<file path="config.mk">
export PLATFORM = sky130hd
export DESIGN_NAME = div_ratio_decoder
export DESIGN_NICKNAME = d
export VERILOG_FILES = /design/src/rtl/div_ratio_decoder.sv
export SDC_FILE = /design/constraint.sdc
export NUM_CORES = 1
export LEC_CHECK = 0
export BUFFER_PORTS_ARGS = -buffer_cell sky130_fd_sc_hd__buf_2
export CAP_MARGIN = 20
export CORE_MARGIN = 1
export CORE_UTILIZATION = 61
export CTS_CLUSTER_DIAMETER = 100
export CTS_CLUSTER_SIZE = 24
export DETAILED_ROUTE_END_ITERATION = 6
export PLACE_DENSITY = 0.88
export SLEW_MARGIN = 20
export SYNTH_ARGS = -nofsm -noshare
export SYNTH_HDL_FRONTEND = slang
export SYNTH_SLANG_ARGS = --single-unit
</file>
<file path="constraint.sdc">
create_clock -name clk -period 3.7 [get_ports clk]
set_input_delay 0.37 -clock clk [delete_from_list [all_inputs] [get_ports clk]]
set_output_delay 0.37 -clock clk [all_outputs]
set_load 0.005 [all_outputs]
</file>
<file path="src/rtl/div_ratio_decoder.sv">
// div_ratio_decoder
//   Decodes the per-cycle division-ratio stream of the fractional loop divider
//   back into the averaged fractional ratio. One window covers 2^WIN_LOG2
//   accepted samples. At the end of a window the block reports:
//     - the integer part of the average,
//     - the MSB-aligned fraction,
//     - the min and max sample seen in that window.
//
// Ports
//   clk        block clock (divided clock domain)
//   rst        synchronous reset, active-high
//   start      single-cycle pulse; opens (or restarts) a measurement window
//   ratio_vld  div_ctrl carries a sample this cycle
//   div_ctrl   unsigned ratio sample, 0..63
//   busy       high while a window is accumulating
//   done       single-cycle pulse; result outputs updated with it
//   n_est      integer part of the averaged ratio
//   frac_est   fractional part of the averaged ratio, MSB-aligned
//   min_ratio  smallest sample of the last window
//   max_ratio  largest sample of the last window
module div_ratio_decoder #(
  parameter int WIN_LOG2 = 10,
  parameter int FRAC_W   = 16
) (
  input  logic              clk,
  input  logic              rst,
  input  logic              start,
  input  logic              ratio_vld,
  input  logic [5:0]        div_ctrl,
  output logic              busy,
  output logic              done,
  output logic [5:0]        n_est,
  output logic [FRAC_W-1:0] frac_est,
  output logic [5:0]        min_ratio,
  output logic [5:0]        max_ratio
);

  // 63 * 2^WIN_LOG2 always fits in 6+WIN_LOG2 bits, so acc never wraps.
  localparam int ACC_W = 6 + WIN_LOG2;

  localparam logic [1:0] S_IDLE  = 2'd0;
  localparam logic [1:0] S_ACCUM = 2'd1;
  localparam logic [1:0] S_DONE  = 2'd2;

  logic [1:0]          state_q,   state_d;
  logic [ACC_W-1:0]    acc_q,     acc_d;
  logic [WIN_LOG2-1:0] cnt_q,     cnt_d;
  logic [5:0]          run_min_q, run_min_d;
  logic [5:0]          run_max_q, run_max_d;
  logic                done_q,    done_d;
  logic [5:0]          n_q,       n_d;
  logic [FRAC_W-1:0]   frac_q,    frac_d;
  logic [5:0]          min_q,     min_d;
  logic [5:0]          max_q,     max_d;

  always_comb begin
    state_d   = state_q;
    acc_d     = acc_q;
    cnt_d     = cnt_q;
    run_min_d = run_min_q;
    run_max_d = run_max_q;
    done_d    = 1'b0;
    n_d       = n_q;
    frac_d    = frac_q;
    min_d     = min_q;
    max_d     = max_q;

    case (state_q)
      S_IDLE: begin
        // A sample arriving with start is dropped: counting begins next edge.
        if (start) begin
          state_d   = S_ACCUM;
          acc_d     = '0;
          cnt_d     = '0;
          run_min_d = 6'd63;
          run_max_d = 6'd0;
        end
      end
      S_ACCUM: begin
        if (start) begin
          // Restart: the partial window and any same-edge sample are dropped.
          acc_d     = '0;
          cnt_d     = '0;
          run_min_d = 6'd63;
          run_max_d = 6'd0;
        end else if (ratio_vld) begin
          acc_d     = acc_q + ACC_W'(div_ctrl);
          cnt_d     = cnt_q + WIN_LOG2'(1);
          run_min_d = (div_ctrl < run_min_q) ? div_ctrl : run_min_q;
          run_max_d = (div_ctrl > run_max_q) ? div_ctrl : run_max_q;
          // cnt is all-ones on the last sample of the window.
          if (&cnt_q) state_d = S_DONE;
        end
      end
      S_DONE: begin
        done_d = 1'b1;
        // The top 6 bits of acc are the integer part. They cannot exceed 63,
        // so saturating to 63 is automatic.
        n_d    = acc_q[ACC_W-1:WIN_LOG2];
        frac_d = FRAC_W'(acc_q[WIN_LOG2-1:0]) << (FRAC_W - WIN_LOG2);
        min_d  = run_min_q;
        max_d  = run_max_q;
        if (start) begin
          state_d   = S_ACCUM;
          acc_d     = '0;
          cnt_d     = '0;
          run_min_d = 6'd63;
          run_max_d = 6'd0;
        end else begin
          state_d = S_IDLE;
        end
      end
      default: state_d = S_IDLE;
    endcase
  end

  always_ff @(posedge clk) begin
    if (rst) begin
      state_q   <= S_IDLE;
      acc_q     <= '0;
      cnt_q     <= '0;
      run_min_q <= 6'd63;
      run_max_q <= 6'd0;
      done_q    <= 1'b0;
      n_q       <= '0;
      frac_q    <= '0;
      min_q     <= '0;
      max_q     <= '0;
    end else begin
      state_q   <= state_d;
      acc_q     <= acc_d;
      cnt_q     <= cnt_d;
      run_min_q <= run_min_d;
      run_max_q <= run_max_d;
      done_q    <= done_d;
      n_q       <= n_d;
      frac_q    <= frac_d;
      min_q     <= min_d;
      max_q     <= max_d;
    end
  end

  assign busy      = (state_q == S_ACCUM);
  assign done      = done_q;
  assign n_est     = n_q;
  assign frac_est  = frac_q;
  assign min_ratio = min_q;
  assign max_ratio = max_q;

endmodule
</file>
==> flow_summary.ini <==
[floorplan]
die_w_um = 75.5
core-area_sq_um = 5140
fp.dieH_um = 75.5
ios = 46
num_rows = 26
die_area_sq_um = 5700
start_util_pct = 64.1

[cells_and_area]
final_nets = 460
drive_gt1_share_pct = 14.4
syn2layout_area_growth_pct = 12.3
n_antenna_cell = 0

[grt]
grt_pass1_vias = 2539
groute.usage.overall_pct = 27.2
antenna_found_initial = 0
grt_pass1_wl_um = 11400
grt_max_degree = 55
grt_overflow_total = 0

[routing]
wirelength_um = 6850
firstDrtPassIters = 5
ant_nets = 0
wire_per_inst_um = 13.5
avgViaCountPerCell = 5.53
drcViolationCount = 0
drtIter0Drc = 179
routed-via-count = 2798

[logic_synthesis]
synthTopCellsByArea = dfxtp_1, nand2_1, ha_1, a21oi_1, nor2_1
synth_area_leader_cell = dfxtp_1
synth_top_family_by_area = simple AND/OR/NAND/NOR gates
synth.most_common_cell = nand2_1
ys_seq_area_share_pct = 41.9
synthCells = 398
synth_xor_area_share_pct = 2.66
synth.ff_latch_count = 69
yosysWarnings = 0
yosys.area_share.simple_pct = 22.5
synth_top_area_share_pct = 41.9
synth_fa_ha_area_share_pct = 7.44
muxShareOfSynthArea_pct = 3.64
synth_compound_area_share_pct = 16.0
synth_commonest_cells = nand2_1, dfxtp_1, a21oi_1
synth_async_sr_flop_share_pct = 0
synthFlopType = dfxtp_1
synth_cell_types = 51
syn_area_per_cell_sq_um = 8.28
synth_edf_count = 0
syn-cell-area_sq_um = 3300

[timing]
final.min_clock_period_ps = 2310
fin_crit_sh_pct = 62.4
maxSlewViolCount = 0
fin_setup_tns_ps = 0
hold_viol = 0
worst_slew_pin_slew_ps = 881
setup_violations = 0
clock.fmax_mhz = 433
rsz0062_at_grt = no
skew_ps = 8.08
maxSlewHeadroom_pct = 41.3

[power_and_ir_drop]
p_sw_share_pct = 23.1
pwr-share-clk_pct = 42.8
p_seq_share_pct = 50.4
comb_power_share_pct = 6.8
power.internal_mw = 1.15
p_leak_nw = 1.53
pwr_density_cell_nw_per_um2 = 405
power_switching_uw = 347
power_mw = 1.50
ir_drop_mv = 0.311

[place]
hpwl_um = 4800
gp_congestion = 0.872
io_buffers = 39

[run]
drv_cap = 0

[run_status]
status = completed

[critical_path]
cp_slowest_cell = or4b_1
critPathMaxFanout = 8
worstPathArrival_ps = 2590
path_class = flop to flop
slowest_delay_ps = 510
endpoint_kind = flop
cp_cell_sequence = ha_1 -> inv_1 -> fa_1 -> nor2b_1 -> o31a_1 -> o21ai_1 -> or4b_1 -> a21oi_1
start_kind = flop
worst-path-buf-inv = 1
critPathTopFamily = simple AND/OR/NAND/NOR gates
required_ps = 3980

[cts]
postCtsSetupRepairBufs = 0
clkTransAtPathRegs_ps = 70
clk_latency_ps = 350
ctsRootBufferMaster = clkbuf_8
cts_resized = 0
htreeDepth = 3
holdBufCountCts = 0
numCtsBuffers = 9
cts_tree = done
cts_buffer_depth = 2
cts_sinks = 69

[min_path]
worstHoldPathType = input port to flop
worst register-to-register path, delay by kind of cell (launching register included):
kind / cells / cell delay, ps
compound gates: 3 / 530
fa+ha+maj: 2 / 590
buf+inv: 1 / 70
flops: 1 / 360
simple gates: 2 / 700
per-stage QoR:
step	area, sq um	util, %	setup WS, ps	hold slack [ps]	std cells
after global placement	3490	67.9	1400	439	490
final	3700	72.0	1390	326	506
after floorplan	3320	-	1640	444	403
after global routing	3700	72.0	1250	337	506
after detailed placement	3490	67.9	1310	445	490
after CTS	3700	72.0	1420	308	506
per-layer routing:
metal | global-route usage, % | up-vias | part of all wire (%)
met1 | 34.7 | 1296 | 47
li1 | - | 1415 | -
met5 | 0 | - | 0
met2 | 43.8 | 73 | 46
met4 | 11.7 | 0 | 2.1
met3 | 6.88 | 14 | 4.4
final cells by class:
| type | instances | area [sq um] |
|---|---|---|
| timing repair buffer | 40 | 203 |
| fill | 439 | 1440 |
| clock inverter | 3 | 42.5 |
| multi-input combinational | 292 | 1750 |
| sequential | 69 | 1380 |
| tap | 70 | 87.6 |
| inverter | 19 | 71.3 |
| clock buffer | 13 | 169 |
cell usage in the layout (no fill, tap or decap), types with 2 or more instances in the layout:
cell type / netlist / final
a21oi_1: 44 / 44
o31a_1: 2 / 2
nand2b_1: 9 / 8
or3_1: 5 / 5
nor2b_1: 5 / 5
xnor2_1: 3 / 3
nand2_1: 77 / 77
nor3b_1: 2 / 2
a21o_1: 3 / 3
buf_2: 1 / 39
dfxtp_1: 69 / 69
ha_1: 18 / 18
nor2_1: 34 / 34
or2_2: 2 / 2
nor3_1: 4 / 4
o21ai_0: 12 / 12
o21bai_1: 2 / 2
xor2_1: 7 / 7
mux2i_1: 12 / 12
conb_1: 1 / 6
nor4_1: 4 / 4
o21a_1: 2 / 2
clkbuf_8: 0 / 12
nand4_1: 5 / 5
and3_1: 2 / 2
nand3_1: 7 / 7
a211oi_1: 5 / 5
inv_1: 19 / 19
power groups by stage:
stage,Combinational (mW),Clock (mW),Sequential [mW]
after CTS,0.0999,0.650,0.755
after global routing,0.113,0.687,0.756
final,0.101,0.642,0.755
after floorplan,0.0776,0,0.770
after global placement,0.0955,0,0.772
after detailed placement,0.0985,0,0.772
worst paths after layout:
check / startpoint / endpoint / slack, ps / depth (start not counted)
max reg2reg: acc_q[0]$_SDFFE_PP0P_ / acc_q[8]$_SDFFE_PP0P_ / 1390 / 8
max: acc_q[0]$_SDFFE_PP0P_ / acc_q[8]$_SDFFE_PP0P_ / 1390 / 8
min reg2reg: n_est[5]$_SDFFE_PP0P_ / n_est[5]$_SDFFE_PP0P_ / 450 / 2
min: div_ctrl[0] / run_max_q[0]$_SDFFE_PP0P_ / 330 / 3
registers in the layout, indices dropped and copies added, names as in the netlist:
name / cells
run_min_q: 6
state_q: 2
cnt_q: 10
run_max_q: 6
n_est: 6
frac_est: 10
done: 1
max_ratio: 6
min_ratio: 6
acc_q: 16
kinds of logic (layout without fill, tap and decap cells):
family | after synthesis | count (layout)
multiplexers | 12 | 12
buffers and inverters | 42 | 75
XOR/XNOR | 10 | 10
AND/OR/NAND/NOR | 162 | 162
adder cells (fa/ha/maj) | 19 | 19
flip-flops | 69 | 69
AO/OA/AOI/OAI | 83 | 83
other | 1 | 6
Power figures use the tool's default switching activity.
